$ cat config.mk
export PLATFORM = sky130hd
export DESIGN_NAME = global_control
export DESIGN_NICKNAME = d
export VERILOG_FILES = /design/src/rtl/global_control.sv
export SDC_FILE = /design/constraint.sdc
export NUM_CORES = 1
export LEC_CHECK = 0
export ABC_AREA = 1
export CORE_MARGIN = 3
export CORE_UTILIZATION = 25
export DETAILED_ROUTE_END_ITERATION = 10
export GPL_ROUTABILITY_DRIVEN = 0
export GPL_TIMING_DRIVEN = 0
export HOLD_SLACK_MARGIN = 0.1
export PLACE_DENSITY = 0.48
export SLEW_MARGIN = 20
export SYNTH_ARGS = -nofsm -noshare
export SYNTH_HDL_FRONTEND = slang
export SYNTH_SLANG_ARGS = --single-unit
$ cat constraint.sdc
create_clock -name clk -period 5.9 [get_ports clk]
set_input_delay 0.59 -clock clk [delete_from_list [all_inputs] [get_ports clk]]
set_output_delay 0.59 -clock clk [all_outputs]
set_load 0.02 [all_outputs]
$ cat src/rtl/global_control.sv
// global_control: central sequencer that owns the global PC and call-stack
// pointer. It also keeps a LIFO of forward reconvergence targets for cores
// that have branched away from the global PC.
module global_control #(
    parameter int CORE_COUNT    = 16,
    parameter int CALL_DEPTH    = 8,
    parameter int PENDING_DEPTH = 8,
    parameter int PC_W          = 8,
    parameter int SP_W          = 4,
    parameter int IMM_W         = 16
) (
    input  logic                  clk,
    input  logic                  rst,
    input  logic                  start,
    input  logic                  instr_valid,
    input  logic [IMM_W-1:0]      immediate,
    input  logic                  is_cond_branch,
    input  logic                  is_uncond_branch,
    input  logic                  is_call,
    input  logic                  is_return,
    input  logic                  is_halt,
    input  logic [CORE_COUNT-1:0] diverge_vec,
    output logic [PC_W-1:0]       program_counter,
    output logic [PC_W-1:0]       next_program_counter,
    output logic [SP_W-1:0]       next_stack_pointer,
    output logic                  global_enable,
    output logic                  halted,
    output logic                  fault
);
    localparam int RI_W = (CALL_DEPTH > 1) ? $clog2(CALL_DEPTH) : 1;
    localparam int PI_W = (PENDING_DEPTH > 1) ? $clog2(PENDING_DEPTH) : 1;
    localparam int LC_W = $clog2(PENDING_DEPTH + 1);

    typedef enum logic [1:0] {IDLE, RUN, HALTED, FAULT} state_t;

    state_t          state_q, state_d;
    logic [PC_W-1:0] pc_q, pc_d;
    logic [SP_W-1:0] sp_q, sp_d;
    logic [LC_W-1:0] lcnt_q, lcnt_d;
    logic            halted_q, fault_q;

    logic [PC_W-1:0] ras_q      [CALL_DEPTH];
    logic [PC_W-1:0] pend_tgt_q [PENDING_DEPTH];
    logic [SP_W-1:0] pend_sp_q  [PENDING_DEPTH];

    logic            ras_push, pend_push, go_fault;
    logic [PC_W-1:0] imm, pc_inc, top_tgt;
    logic [SP_W-1:0] top_sp;
    logic [RI_W-1:0] ras_wr_idx, ras_rd_idx;
    logic [PI_W-1:0] top_idx, push_idx;
    logic            pend_empty, pend_full, div_all, div_any;
    logic            unused_imm_hi;

    // Upper immediate bits are intentionally dropped: targets are PC-wide.
    assign imm           = immediate[PC_W-1:0];
    assign unused_imm_hi = ^immediate[IMM_W-1:PC_W];

    assign pc_inc     = pc_q + 1'b1;
    assign ras_wr_idx = RI_W'(sp_q);
    assign ras_rd_idx = RI_W'(sp_q - 1'b1);
    assign top_idx    = PI_W'(lcnt_q - 1'b1);
    assign push_idx   = PI_W'(lcnt_q);
    assign top_tgt    = pend_tgt_q[top_idx];
    assign top_sp     = pend_sp_q[top_idx];
    assign pend_empty = (lcnt_q == '0);
    assign pend_full  = (lcnt_q == LC_W'(PENDING_DEPTH));
    assign div_all    = &diverge_vec;
    assign div_any    = |diverge_vec;

    assign global_enable        = (state_q == RUN) && instr_valid;
    assign program_counter      = pc_q;
    assign next_program_counter = pc_d;
    assign next_stack_pointer   = sp_d;
    assign halted               = halted_q;
    assign fault                = fault_q;

    // Next PC/SP, state and stack operations from the decoded instruction.
    always_comb begin
        state_d   = state_q;
        pc_d      = pc_q;
        sp_d      = sp_q;
        lcnt_d    = lcnt_q;
        ras_push  = 1'b0;
        pend_push = 1'b0;
        go_fault  = 1'b0;
        case (state_q)
            IDLE: if (start) state_d = RUN;
            RUN: if (instr_valid) begin
                if (is_halt) begin
                    state_d = HALTED;
                end else if (is_call) begin
                    if (sp_q == SP_W'(CALL_DEPTH)) go_fault = 1'b1;
                    else begin
                        ras_push = 1'b1;
                        sp_d     = sp_q + 1'b1;
                        pc_d     = imm;
                    end
                end else if (is_return) begin
                    if (sp_q == '0) go_fault = 1'b1;
                    else begin
                        sp_d = sp_q - 1'b1;
                        pc_d = ras_q[ras_rd_idx];
                    end
                end else if (is_uncond_branch) begin
                    pc_d = imm;
                end else if (is_cond_branch && div_all) begin
                    // Whole array jumps; must not overshoot a pending rejoin point.
                    if (pend_empty || imm <= top_tgt) pc_d = imm;
                    else go_fault = 1'b1;
                end else if (is_cond_branch && div_any) begin
                    // Stragglers continue at PC+1; the branchers wait at imm.
                    pc_d = pc_inc;
                    if (imm <= pc_q) go_fault = 1'b1;
                    else if (pend_empty) pend_push = 1'b1;
                    else if (imm < top_tgt) begin
                        if (pend_full) go_fault = 1'b1;
                        else pend_push = 1'b1;
                    end else if (imm > top_tgt) go_fault = 1'b1;
                end else begin
                    pc_d = pc_inc;
                end

                if (go_fault) begin
                    pc_d      = pc_q;
                    sp_d      = sp_q;
                    ras_push  = 1'b0;
                    pend_push = 1'b0;
                    state_d   = FAULT;
                end else if (pend_push) begin
                    lcnt_d = lcnt_q + 1'b1;
                end else if (!pend_empty && pc_d == top_tgt && sp_d == top_sp) begin
                    // A push only happens below the old top, so push and pop never coincide.
                    lcnt_d = lcnt_q - 1'b1;
                end
            end
            default: ;
        endcase
    end

    // State machine, PC/SP and stack depth with registered status outputs.
    always_ff @(posedge clk) begin
        if (!rst) begin
            state_q  <= IDLE;
            pc_q     <= '0;
            sp_q     <= '0;
            lcnt_q   <= '0;
            halted_q <= 1'b0;
            fault_q  <= 1'b0;
        end else begin
            state_q  <= state_d;
            pc_q     <= pc_d;
            sp_q     <= sp_d;
            lcnt_q   <= lcnt_d;
            halted_q <= (state_d == HALTED);
            fault_q  <= (state_d == FAULT);
        end
    end

    // Stack storage; contents are don't-care above the current depth.
    always_ff @(posedge clk) begin
        if (ras_push) ras_q[ras_wr_idx] <= pc_inc;
        if (pend_push) begin
            pend_tgt_q[push_idx] <= imm;
            pend_sp_q[push_idx]  <= sp_q;
        end
    end
endmodule

# After elaboration in Yosys (flattened, before gate mapping)
# Memories as Yosys holds them, arrays and structs flattened.
# Index checks and enable logic that the tools add are counted.
# classes
add_sub_neg,5
magnitude_cmp,4
n_eq_ne,7
mux,71
n_bitwise,1
n_reduce_logical,14
# op_table
op,count
$mux 8,13
$mux 4,12
$mux 1,41
$le 8x8->1,2
$reduce_and 16->1,1
$reduce_or 16->1,1
$add 4x1->4 const B,2
$add 8x1->8 const B,1
$eq 4x4->1 const B,2
$eq 8x8->1,1
$gt 8x8->1,1
$logic_not 4->1,2
$lt 8x8->1,1
$mux 2,4
$sub 4x1->4 const B,2
$logic_and 1x1->1,5
$eq 2x2->1 const B,2
$eq 4x4->1,1
$pmux 2 s2,1
$reduce_and 4->1,1
$eq 2x1->1 const B,1
$logic_not 2->1,1
$reduce_bool 2->1,1
$logic_not 1->1,1
other kinds (2),2
# totals
reg_bits,20
ram_bits,160
inputBits,41
output_inout_bits,23
wordCells,111
memories,3
# mem_list
name,words,width,rd,rd_clocked_by_memory_dff,wr,line,rtl
pend_tgt_q,8,8,1,0,1,43,logic [PC_W-1:0] pend_tgt_q [PENDING_DEPTH];
ras_q,8,8,1,0,1,42,logic [PC_W-1:0] ras_q [CALL_DEPTH];
pend_sp_q,8,4,1,0,1,44,logic [SP_W-1:0] pend_sp_q [PENDING_DEPTH];

# Depth between registers and ports, before layout
# Gate-level depths: netlist of the first run.
# An unclocked memory read counts as a cell.
# depth
depth_word,20
ltp_mapped,37
ltp_nobuf,33

# Worst setup path before layout of the first run
# Ideal clock, no wire load.
# synth_timing
kind,flip-flop to flip-flop
startpoint,reg lcnt_q[0]
endpoint,"mem pend_sp_q[4][0], enable pin"
setup_ps,396
arrival_ps,4461
required_ps,5504
setup_slack_ps,1043
stages_incl_launch_ff,33
cell_sequence,dfxtp_1 > buf_4 > inv_4 > buf_2 > buf_2 > ha_1 > inv_2 > clkbuf_1 > o21ai_0 > o22ai_1 > inv_1 > o21ai_0 > inv_1 > ha_1 > nand2_1 > nand2_1 > nand2_1 > nand2_1 > nand2_1 > nand2_2 > nand2_2 > nand2_4 > nand2_4 > nor2_1 > nand2_1 > nand2_1 > nand2_1 > nand2_1 > nand2_1 > inv_2 > nor2_1 > nand2_1 > nor3_1
# synth_via
elab_chain_cells,20
word_cells_on_any_way,39
# synth_lines
item,line,rtl
"start, declared",39,"logic [LC_W-1:0] lcnt_q, lcnt_d;"
"start signal, assigned",153,lcnt_q <= lcnt_d;
$sub 4x1->4,--,
$mem_v2 8x8,--,
$gt 8x8->1,118,end else if (imm > top_tgt) go_fault = 1'b1;
$mux 1,118,
$mux 1,115,else if (imm < top_tgt) begin
$mux 1,114,else if (pend_empty) pend_push = 1'b1;
$mux 1,113,if (imm <= pc_q) go_fault = 1'b1;
$mux 1,110,end else if (is_cond_branch && div_any) begin
(+4 left out),--,
$mux 1,89,if (is_halt) begin
$mux 1,88,RUN: if (instr_valid) begin
$mux 1,86,case (state_q)
$mux 1,123,if (go_fault) begin
$mux 1,88,
$mux 1,86,
$mux 1,162,if (pend_push) begin
$mux 1 (implied by the code),164,pend_sp_q[push_idx] <= sp_q;
"end, declared",44,
# Parallel ways exist; a longest one is shown, timed or not. The select of a mux whose other input is x is not followed.

# Worst setup path in the final report of the first run
# layout_timing
startpoint,reg lcnt_q[0]
endpoint,out next_program_counter[6]
# layout_via
elab_chain_cells,18
word_cells_on_any_way,33
# layout_lines
item,line,rtl
$sub 4x1->4,--,
$mem_v2 8x8,--,
$gt 8x8->1,118,
$mux 1,118,
$mux 1,115,
$mux 1,114,
$mux 1,113,
$mux 1,110,
(+2 left out),--,
$mux 1,98,end else if (is_return) begin
$mux 1,91,end else if (is_call) begin
$mux 1,89,
$mux 1,88,
$mux 1,86,
$mux 8 (*),123,
$mux 8 (*),88,
$mux 8 (*),86,
"end, declared",24,"output logic [PC_W-1:0] next_program_counter,"
# Every way passes the cells marked *; elsewhere a longest branch is shown, timed or not. The select of a mux whose other input is x is not followed.

==> implementation parameters, run 1 <==
Parameter                              Value

Synth
  Post-synthesis cell type with the largest combined area    sky130_fd_sc_hd__edfxtp_1
  Per-instance average area after synthesis    9.30 sq um
  Largest family of logic cells by synthesized area    simple AND/OR/NAND/NOR gates
  Number of storage elements in the synthesis netlist    180
  Synthesized-area fraction occupied by ao, oa, aoi and oai cells    9.19%
  Share of the synthesized area in the top cell type    51.8%
  Xor and xnor area share after synthesis    1.24%
  Async set or reset register ratio after synthesis    0%
  EDFF count, synth    160
  Sequential element share of the synthesized area    56.1%
  Most frequent cell after synthesis    sky130_fd_sc_hd__nand2_1
  Netlist Area Pre-Place    0.00927 sq mm
  Most used DFF post-synth    sky130_fd_sc_hd__edfxtp_1
  Proportion of synthesized area in mux cells    0.121%
  Syn nets    1,060
  Fraction of the mapped netlist area in adder cells    2.97%
  Warnings, synthesis    0
  Area fraction in and, or, nand and nor cells after synthesis    24.2%
  Number of distinct library cell variants in the gate-level netlist after synthesis    44
  Cell types with the highest counts after synthesis    sky130_fd_sc_hd__nand2_1, sky130_fd_sc_hd__edfxtp_1, sky130_fd_sc_hd__nand3_1
  Cell types with the largest area share after synthesis    sky130_fd_sc_hd__edfxtp_1, sky130_fd_sc_hd__nand2_1, sky130_fd_sc_hd__nand3_1
  Gate count of the mapped netlist    997

Power
  Maximum ir drop on the vdd rail    0.242 mV
  Power per unit of standard cell area    263 mW/mm^2
  Proportion of power drawn by the clock network    38.7%
  Seq pwr share    48.0%
  Switching part of the total    27.0%
  Static power due to leakage    4.41 nW
  Combinational Power Share    13.4%
  Total internal power    0.00215 W
  Switching power total    0.000796 W

GRT
  Vias in the first global route    7,138
  Total overflow reported by the global router    0
  Number of antenna violations at the first check in global routing    1
  First-pass GRT wire length    41,700 microns
  Largest net degree at the start of global routing    18
  Tot GR Track Use    14.0%

Critical path
  Maximum fanout along the worst path    16
  Required time at the worst-slack endpoint    5.31 ns
  Critical Path Sink Type    primary output
  Sort of element at the start of the critical path    flop
  Delay of the slowest cell on the worst path    0.33 ns
  Most frequent CP cell    sky130_fd_sc_hd__nand2_1
  Cell with the largest stage delay on the worst path    sky130_fd_sc_hd__ha_2
  Start-to-end type of the worst setup path    reg -> out
  Crit path arrival time    4.88 ns

Floorplanning
  I/O pins    64
  Overall die width    199 microns
  Placeable core area    0.0361 sq mm
  Starting Density    25.7%
  Vertical extent of the die    199 microns
  Cell row count    69
  Overall die area    0.0394 sq mm

Clock tree
  Number of buffers added by the clock tree synthesis step    17
  TritonCTS clock tree    yes
  Num Clock Sinks    180
  Register clock-pin slew on the reported worst setup and hold paths    0.07 ns
  H-Tree Depth    4
  Maximum buffer depth of the clock tree    2
  Clock insertion delay at the later pin of the skew report    0.44 ns
  Quantity of hold-fixing buffers added after cts    0
  CTS Root Buffer Type    sky130_fd_sc_hd__clkbuf_16

STA
  Post-route fraction of the period consumed by the critical path    92.7%
  Final-layout setup total negative slack    0 ns
  Tightest Pin Transition    1.05 ns
  Max-Slew Margin vs Limit    30.1%
  Achievable frequency    183 MHz
  Number of endpoints with negative hold slack in the final report    0
  Final number of setup-violating endpoints    0
  Fin worst setup slack    0.430 ns
  Post-route clock skew    0.0143 ns
  Final slew viol count    0
  Min Hold Slack    0.571 ns
  Clock period minus worst slack    5.47 ns
  Unrepaired setup endpoints after global routing    false

Cells and area
  Layout cell share with drive strength beyond 1    14.2%
  Area Overhead vs Synth    20.9%
  ANT cells    0
  Post-layout nets    1,145

Route
  Detail Route Antenna Nets    0
  Final routed wirelength across all metal layers    26,800 microns
  DRC violation count after routing    0
  Average wire length per cell after detail routing    17.2 microns
  First-pass DRT Iterations    5
  Total vias in the final route    7,120
  Number of vias per cell after detailed routing    4.58
  Violation count after the first detailed-routing iteration    505

Run status
  Run status    completed

Flow run
  Max-cap violations    0

Place
  Detailed placement HPWL    19,800 microns
  Worst slack at placement    -0.595 ns
  Buffers added on ports    52

Worst hold path
  Class of the worst hold path    reg -> reg
## layout make-up
class / instances / area [sq um]
fillers: 3741 / 24900
flip-flops and latches: 180 / 5200
multi-input cells: 694 / 3620
repair buffers: 67 / 629
well taps: 461 / 577
clock buffers: 20 / 458
inverters: 81 / 324
plain buffers: 41 / 273
clock inverters: 12 / 129
## worst paths after layout
path	cells after the start	slack, ns	from	to
max reg2reg	29	0.58	lcnt_q[0]	pend_tgt_q[2][4]
min	2	0.57	lcnt_q[3]	lcnt_q[3]
min reg2reg	2	0.57	lcnt_q[3]	lcnt_q[3]
max	29	0.43	lcnt_q[0]	next_program_counter[6]
## placed cells by master, fill, tap and decap left out, types with 6 or more instances in the layout
master                            instances
sky130_fd_sc_hd__nor3_1                   6
sky130_fd_sc_hd__o22ai_1                 16
sky130_fd_sc_hd__nand2_2                  8
sky130_fd_sc_hd__inv_1                   68
sky130_fd_sc_hd__dfxtp_1                 20
sky130_fd_sc_hd__o21ai_1                  7
sky130_fd_sc_hd__o21ai_2                  7
sky130_fd_sc_hd__o21ai_0                 60
sky130_fd_sc_hd__ha_1                    21
sky130_fd_sc_hd__inv_2                    7
sky130_fd_sc_hd__clkdlybuf4s50_1         40
sky130_fd_sc_hd__nand3_1                 95
sky130_fd_sc_hd__clkbuf_16               18
sky130_fd_sc_hd__buf_4                   20
sky130_fd_sc_hd__clkbuf_2                 7
sky130_fd_sc_hd__edfxtp_1               160
sky130_fd_sc_hd__nor2_1                  88
sky130_fd_sc_hd__buf_6                   10
sky130_fd_sc_hd__inv_6                    7
sky130_fd_sc_hd__nand2_1                265
sky130_fd_sc_hd__a21oi_1                 49
sky130_fd_sc_hd__nor2_2                   7
sky130_fd_sc_hd__xor2_1                  10
sky130_fd_sc_hd__clkbuf_1                 7
sky130_fd_sc_hd__nor3_2                  11
sky130_fd_sc_hd__buf_2                   17
## power groups by stage
stage | clock network, W | logic (W) | registers [W]
floorplan | 0 | 0.000249 | 0.00144
global placement | 0 | 0.000393 | 0.00144
detailed placement | 0 | 0.000396 | 0.00144
CTS | 0.00117 | 0.000396 | 0.00141
global route | 0.00122 | 0.000444 | 0.00141
finish | 0.00114 | 0.000394 | 0.00141
## cell families after synthesis
kind of cell	count (synthesis)
DFF	180
and+or+nand+nor	504
xor gates and xnor gates	11
AOI/OAI and AO/OA	156
muxes	1
buffers and inverters	123
adders and majority gates	22
## metal layers
| metal | routed length (microns) | vias to the layer above | share of wire [%] | GRT usage [%] |
|---|---|---|---|---|
| li1 | - | 3591 | - | - |
| met1 | 12300 | 3400 | 46 | 18.3 |
| met2 | 13200 | 105 | 49 | 23.7 |
| met3 | 1030 | 22 | 3.9 | 3.05 |
| met4 | 289 | 2 | 1.1 | 3.49 |
| met5 | 15 | - | 0.056 | 0 |
## flip-flops by register name, indices dropped and copies added (netlist names)
register / count
sp_q: 4
fault: 1
ras_q: 64
halted: 1
program_counter: 8
pend_tgt_q: 64
lcnt_q: 4
pend_sp_q: 32
state_q: 2
## critical path, delay by kind of cell, from the launching register on
kind | cells | cell delay (ns)
buffers and inverters | 10 | 1.54
and+or+nand+nor | 13 | 1.34
adders and majority gates | 2 | 0.63
AOI/OAI and AO/OA | 4 | 0.61
DFF | 1 | 0.31
## per-stage QoR
| step | cell area [sq um] | total power, W | utilization [%] | std cells |
|---|---|---|---|---|
| floorplan | 9270 | 0.00169 | - | 997 |
| global placement | 10400 | 0.00183 | 28.7 | 1510 |
| detailed placement | 10600 | 0.00184 | 29.3 | 1524 |
| CTS | 11200 | 0.00298 | 31.0 | 1555 |
| global route | 11200 | 0.00308 | 31.1 | 1556 |
| finish | 11200 | 0.00295 | 31.1 | 1556 |
## repair_timing
action | 4_1_cts | 5_1_grt
hold endpoints to repair | 0 | 0
resized for setup | 31 | 30
cloned | 0 | 0
pin swaps | 0 | 1
endpoints found under the setup margin | 85 | 30
setup buffers | 0 | 1
Note: power is estimated with default switching activity, not from simulation.
==> run 2, diff against run 1 <==
--- a/config.mk
+++ b/config.mk
@@ -6,6 +6,7 @@
 export NUM_CORES = 1
 export LEC_CHECK = 0
 export ABC_AREA = 1
+export ABC_CLOCK_PERIOD_IN_PS = 5900
 export CORE_MARGIN = 3
 export CORE_UTILIZATION = 25
 export DETAILED_ROUTE_END_ITERATION = 10
@@ -13,7 +14,8 @@
 export GPL_TIMING_DRIVEN = 0
 export HOLD_SLACK_MARGIN = 0.1
 export PLACE_DENSITY = 0.48
-export SLEW_MARGIN = 20
+export SLEW_MARGIN = 10
 export SYNTH_ARGS = -nofsm -noshare
 export SYNTH_HDL_FRONTEND = slang
 export SYNTH_SLANG_ARGS = --single-unit
+export TNS_END_PERCENT = 10
==> run 2 against run 1 <==
  * Routed wire length up 0.73%
  * Sequential share of layout area up 0.078 points
  * Flip-flop and latch count unchanged
  * Design area down 0.17%
  * Utilization down 0.052 points
  * Hold slack worse by 0.0014 ns
  * Setup slack worse by 0.055 ns
  * Clock skew down 0.0060 ns
  * Critical path depth up 2
  * Fmax down 1.0%
  * Count of clock-buffer cells in the layout down 3
  * Clock power about the same
  * Critical endpoint is now next_stack_pointer[3]
  * Largest cell class unchanged
  * Highest routed layer unchanged
==> implementation parameters, run 2 (same netlist as run 1, synthesis figures left out) <==
Parameter                              Value

GRT
  Tot GR Track Use    14.2% (+0.15 points)
  Number of antenna violations at the first check in global routing    1 (unchanged)
  Largest net degree at the start of global routing    19 (+1)
  Vias in the first global route    7,100 (-0.53%)
  Total overflow reported by the global router    0 (unchanged)
  First-pass GRT wire length    42,000 microns (+0.81%)

Clock tree
  TritonCTS clock tree    yes
  Clock insertion delay at the later pin of the skew report    0.45 ns (about the same)
  H-Tree Depth    4 (unchanged)
  Register clock-pin slew on the reported worst setup and hold paths    0.07 ns (about the same)
  Quantity of hold-fixing buffers added after cts    0 (unchanged)
  Number of buffers added by the clock tree synthesis step    17 (unchanged)
  Number of cells upsized or downsized after cts    30 (-3.2%)
  CTS Root Buffer Type    sky130_fd_sc_hd__clkbuf_16
  Maximum buffer depth of the clock tree    2 (unchanged)
  Num Clock Sinks    180 (unchanged)
  Post-CTS Setup Inserts    0 (unchanged)

Cells and area
  Filler Cell Count    3,724 (-0.45%)
  Commonest cells after routing, fill and taps aside    sky130_fd_sc_hd__nand2_1, sky130_fd_sc_hd__edfxtp_1, sky130_fd_sc_hd__nand3_1, sky130_fd_sc_hd__nor2_1, sky130_fd_sc_hd__inv_1
  Area of the multi-input gates    0.00361 sq mm (-0.21%)
  Post-layout nets    1,143 (-0.17%)
  Top flop regs    pend_tgt_q: 64 flops, ras_q: 64 flops, pend_sp_q: 32 flops
  Filler-free cell count of the finished design    1,554 (-0.13%)
  Final core utilization    31.0% (-0.052 points)
  Area used by sequential logic in the layout    0.00520 sq mm (unchanged)
  Area Overhead vs Synth    20.7%
  ANT cells    0 (unchanged)
  Layout cell share with drive strength beyond 1    14.0% (-0.25 points)
  Most frequent standard cell in the layout excluding fill and tap cells    sky130_fd_sc_hd__nand2_1

Route
  Number of vias per cell after detailed routing    4.60 (+0.42%)
  Detail Route Antenna Nets    0 (unchanged)
  Average wire length per cell after detail routing    17.4 microns (+0.86%)
  First-pass DRT Iterations    6 (+1)
  Violation count after the first detailed-routing iteration    573 (+13%)
  DRC violation count after routing    0 (unchanged)
  Total vias in the final route    7,141 (+0.29%)
  Final routed wirelength across all metal layers    27,000 microns (+0.73%)

Flow run
  Max-cap violations    0 (unchanged)

Worst hold path
  Count of cells along the worst hold path    3 (+1)
  Origin of the worst min-delay path    state_q[0]
  End of the worst hold path    halted
  Class of the worst hold path    reg -> reg

STA
  Unrepaired setup endpoints after global routing    true
  Final slew viol count    0 (unchanged)
  Max-Slew Margin vs Limit    34.7% (+4.6 points)
  Tightest Pin Transition    0.976 ns (-0.0691 ns)
  Final number of setup-violating endpoints    0 (unchanged)
  Post-route clock skew    0.00833 ns (-0.00601 ns)
  Achievable frequency    181 MHz (-1.0%)
  Clock period minus worst slack    5.53 ns (+0.0552 ns)
  Min Hold Slack    0.570 ns (-0.00141 ns)
  Post-route fraction of the period consumed by the critical path    93.7% (+0.94 points)
  Number of endpoints with negative hold slack in the final report    0 (unchanged)
  Final-layout setup total negative slack    0 ns (unchanged)

Critical path
  Maximum fanout along the worst path    16 (unchanged)
  Most frequent CP cell    sky130_fd_sc_hd__nand2_1
  R2r endpoint    pend_tgt_q[2][3]
  Family with the most delay on the worst path    buffers and inverters
  Depth of the worst register-to-register path    29 (unchanged)
  Delay of the slowest cell on the worst path    0.34 ns (about the same)
  Required time at the worst-slack endpoint    5.31 ns (about the same)
  Number of buffer and inverter instances along the worst setup path    10 (unchanged)
  Sort of element at the start of the critical path    flop
  Start-to-end type of the worst setup path    reg -> out
  Critical Path Sink Type    primary output
  Cell with the largest stage delay on the worst path    sky130_fd_sc_hd__ha_2
  Crit path arrival time    4.94 ns (+0.06 ns)
  Register-to-Register Setup Slack    0.54 ns (-0.04 ns)
  FF-to-FF Start    lcnt_q[0]

Power
  Combinational Power Share    13.3% (about the same)
  Total internal power    0.00213 W (-1.1%)
  Post-route total power    0.00296 W (+0.38%)
  Proportion of power drawn by the clock network    38.9% (+0.2 points)
  Switching power total    0.000830 W (+4.2%)
  Switching part of the total    28.1% (+1.0 points)
  Maximum ir drop on the vdd rail    0.178 mV (-27%)
  Power per unit of standard cell area    264 mW/mm^2 (+0.54%)
  Static power due to leakage    4.39 nW (-0.52%)
  Seq pwr share    47.8% (-0.2 points)

Floorplanning
  Starting Density    25.7% (unchanged)
  Placeable core area    0.0361 sq mm (unchanged)
  Cell row count    69 (unchanged)
  Overall die width    199 microns (unchanged)
  Overall die area    0.0394 sq mm (unchanged)
  Vertical extent of the die    199 microns (unchanged)
  I/O pins    64 (unchanged)

Run status
  Run status    completed

Place
  Detailed placement HPWL    19,800 microns (+0.18%)
  Buffers added on ports    52 (unchanged)
  Count of placed standard cells including taps    1,523 (-0.066%)
## run 2: routing by layer
layer  global-route usage, %  wire [microns]  vias to the layer above
met3                    2.34            1180                       29
li1                        -               -                     3589
met5                       0              11                        -
met4                    3.96             424                        2
met2                    24.0           13100                      134
met1                    18.8           12300                     3387
## run 2: through the flow
step | cell area [sq um] | setup WS [ns]
after floorplan | 9270 | 1.04
after global placement | 10400 | -1.31
after detailed placement | 10600 | -0.565
after CTS | 11200 | 0.0435
after global routing | 11200 | -0.0765
final | 11200 | 0.374
## run 2: worst reg2reg max path, delay by kind of cell, from the launching register on
family | cells | cell delay, ns
simple gates | 14 | 2.12
buf+inv | 9 | 1.38
fa+ha+maj | 2 | 0.64
compound gates | 4 | 0.62
flops | 1 | 0.31
## run 2: power groups by stage
stage          registers [W]  logic, W  clock network, W
6_report             0.00141  0.000394           0.00115
5_1_grt              0.00141  0.000443           0.00123
4_1_cts              0.00141  0.000396           0.00118
3_5_place_dp         0.00144  0.000397                 0
3_3_place_gp         0.00144  0.000393                 0
2_1_floorplan        0.00144  0.000249                 0
## run 2: worst max path at each step
stage	from	end	slack, ns	cells past startpoint
floorplan	lcnt_q[0]	pend_sp_q[4][0]	1.04	32
global placement	lcnt_q[0]	pend_tgt_q[5][3]	-1.31	32
detailed placement	lcnt_q[0]	next_program_counter[5]	-0.56	33
CTS	lcnt_q[0]	next_program_counter[6]	0.04	29
global route	lcnt_q[0]	next_stack_pointer[3]	-0.08	31
finish	lcnt_q[0]	next_stack_pointer[3]	0.37	31
## run 2: area by class of cell
class / instances / area share (%)
clock inverter: 15 / 1.42
clock buffer: 17 / 3.80
multi-input combinational: 694 / 32.3
buffer: 41 / 2.41
tap: 461 / 5.15
timing repair buffer: 65 / 5.57
sequential: 180 / 46.5
inverter: 81 / 2.89
==> run 3, diff against run 2 <==
--- a/config.mk
+++ b/config.mk
@@ -14,6 +14,7 @@
 export GPL_TIMING_DRIVEN = 0
 export HOLD_SLACK_MARGIN = 0.1
 export PLACE_DENSITY = 0.48
+export SKIP_CTS_REPAIR_TIMING = 1
 export SLEW_MARGIN = 10
 export SYNTH_ARGS = -nofsm -noshare
 export SYNTH_HDL_FRONTEND = slang
==> run 3 against run 2 <==
  * Hold slack is essentially flat
  * Largest power group unchanged
  * Flip-flop and latch count is the same
  * Design area grew 0.69%
  * Cell count grew 0.13%
  * Sequential share of layout area shrank 0.32 points
  * Register-to-register slack gained 0.02 ns
  * Global-route usage is essentially flat
==> implementation parameters, run 3 (same netlist as run 1, synthesis figures left out) <==
Parameter                              Value

Route
  Detail Route Antenna Nets    0 (unchanged)
  Violation count after the first detailed-routing iteration    563 (-1.7%)
  First-pass DRT Iterations    7 (+1)
  Final routed wirelength across all metal layers    27,000 microns (about the same)
  Total vias in the final route    7,125 (-0.22%)
  Average wire length per cell after detail routing    17.3 microns (-0.21%)
  DRC violation count after routing    0 (unchanged)
  Number of vias per cell after detailed routing    4.58 (-0.35%)

Floorplanning
  Overall die width    199 microns (unchanged)
  Cell row count    69 (unchanged)
  I/O pins    64 (unchanged)
  Starting Density    25.7% (unchanged)
  Overall die area    0.0394 sq mm (unchanged)
  Placeable core area    0.0361 sq mm (unchanged)
  Vertical extent of the die    199 microns (unchanged)

Critical path
  Sort of element at the start of the critical path    flop
  Critical Path Sink Type    primary output
  Most frequent CP cell    sky130_fd_sc_hd__nand2_1
  Cell with the largest stage delay on the worst path    sky130_fd_sc_hd__dfxtp_1
  Delay of the slowest cell on the worst path    0.33 ns (about the same)
  Number of buffer and inverter instances along the worst setup path    10 (unchanged)
  Start-to-end type of the worst setup path    reg -> out
  Family with the most delay on the worst path    buffers and inverters
  Maximum fanout along the worst path    11 (-5)
  Required time at the worst-slack endpoint    5.31 ns (about the same)
  Crit path arrival time    4.91 ns (-0.03 ns)

Clock tree
  Clock insertion delay at the later pin of the skew report    0.45 ns (about the same)
  Maximum buffer depth of the clock tree    2 (unchanged)
  H-Tree Depth    4 (unchanged)
  CTS Root Buffer Type    sky130_fd_sc_hd__clkbuf_16
  Number of buffers added by the clock tree synthesis step    17 (unchanged)
  Register clock-pin slew on the reported worst setup and hold paths    0.07 ns (about the same)
  TritonCTS clock tree    yes
  Num Clock Sinks    180 (unchanged)

Cells and area
  Most frequent standard cell in the layout excluding fill and tap cells    sky130_fd_sc_hd__nand2_1
  Final core utilization    31.2% (+0.21 points)
  Layout cell share with drive strength beyond 1    14.2% (+0.25 points)
  Summed area of non-filler cells in the final layout    0.0113 sq mm (+0.69%)
  Area Overhead vs Synth    21.6%
  ANT cells    0 (unchanged)
  Post-layout nets    1,145 (+0.17%)
  Top flop regs    pend_tgt_q: 64 flops, ras_q: 64 flops, pend_sp_q: 32 flops
  Commonest cells after routing, fill and taps aside    sky130_fd_sc_hd__nand2_1, sky130_fd_sc_hd__edfxtp_1, sky130_fd_sc_hd__nand3_1, sky130_fd_sc_hd__nor2_1, sky130_fd_sc_hd__inv_1

Power
  Power per unit of standard cell area    263 mW/mm^2 (-0.60%)
  Maximum ir drop on the vdd rail    0.180 mV (+1.2%)
  Static power due to leakage    4.48 nW (+2.0%)

STA
  Final number of setup-violating endpoints    0 (unchanged)
  Number of endpoints with negative hold slack in the final report    0 (unchanged)
  Min Hold Slack    0.570 ns (+0.0000250 ns)
  Final slew viol count    0 (unchanged)
  Post-route clock skew    0.00975 ns (+0.00142 ns)
  Clock period minus worst slack    5.50 ns (-0.0297 ns)
  Achievable frequency    182 MHz (+0.54%)
  Max-Slew Margin vs Limit    32.7% (-2.0 points)
  Post-route fraction of the period consumed by the critical path    93.2% (-0.50 points)
  Tightest Pin Transition    1.01 ns (+0.0297 ns)

GRT
  Number of antenna violations at the first check in global routing    1 (unchanged)
  Tot GR Track Use    14.1% (-0.025 points)
  Vias in the first global route    7,134 (+0.48%)
  Total overflow reported by the global router    0 (unchanged)
  Largest net degree at the start of global routing    19 (unchanged)
  First-pass GRT wire length    42,000 microns (-0.20%)

Worst hold path
  Class of the worst hold path    reg -> reg

Run status
  Run status    completed

Place
  Buffers added on ports    52 (unchanged)
  Detailed placement HPWL    19,800 microns (unchanged)
  Standard cell area after detailed placement    0.0106 sq mm (unchanged)

Flow run
  Max-cap violations    0 (unchanged)
-- run 3: path summary, 6_finish.rpt --
| check | startpoint | end | slack (ns) | cells past startpoint |
|---|---|---|---|---|
| worst max register to register | lcnt_q[0] | pend_tgt_q[4][5] | 0.56 | 29 |
| worst max-delay path | lcnt_q[0] | next_program_counter[0] | 0.40 | 29 |
| worst min register to register | state_q[0] | halted | 0.57 | 3 |
| worst min-delay path | state_q[0] | halted | 0.57 | 3 |
-- run 3: where the power goes --
part / internal (W) / switching [W]
sequential: 0.00140 / 0.0000170
combinational: 0.000135 / 0.000262
clock: 0.000601 / 0.000551
-- run 3: area by class of cell --
cell class                 instances  area [sq um]
clock buffer                      17           425
sequential                       180          5200
multi-input combinational        694          3640
tap                              461           577
clock inverter                    15           159
inverter                          81           324
fill                            3718         24800
buffer                            42           287
timing repair buffer              66           658
-- run 3: stage by stage --
| step | setup TNS [ns] | std cells | power (W) | setup slack, ns |
|---|---|---|---|---|
| 3_3_place_gp | -95.46 | 1510 | 0.00183 | -1.31 |
| 5_1_grt | -0.0138 | 1556 | 0.00309 | -0.00953 |
| 4_1_cts | -19.77 | 1555 | 0.00299 | -1.06 |
| 3_5_place_dp | -13.00 | 1523 | 0.00184 | -0.565 |
| 2_1_floorplan | 0 | 997 | 0.00169 | 1.04 |
| 6_report | 0 | 1556 | 0.00296 | 0.404 |
-- run 3: metal layers --
layer / track usage (%) / wire, microns / vias up
li1: - / - / 3590
met4: 4.58 / 416 / 2
met1: 18.6 / 12200 / 3384
met2: 23.8 / 13200 / 123
met3: 2.34 / 1220 / 26
met5: 0 / 11 / -
-- run 3: worst min-delay path, stage by stage (launching register included) --
cell and delay (ns):
sky130_fd_sc_hd__dfxtp_1 0.31, sky130_fd_sc_hd__inv_1 0.04, sky130_fd_sc_hd__o21ai_0 0.09, sky130_fd_sc_hd__a21oi_1 0.08
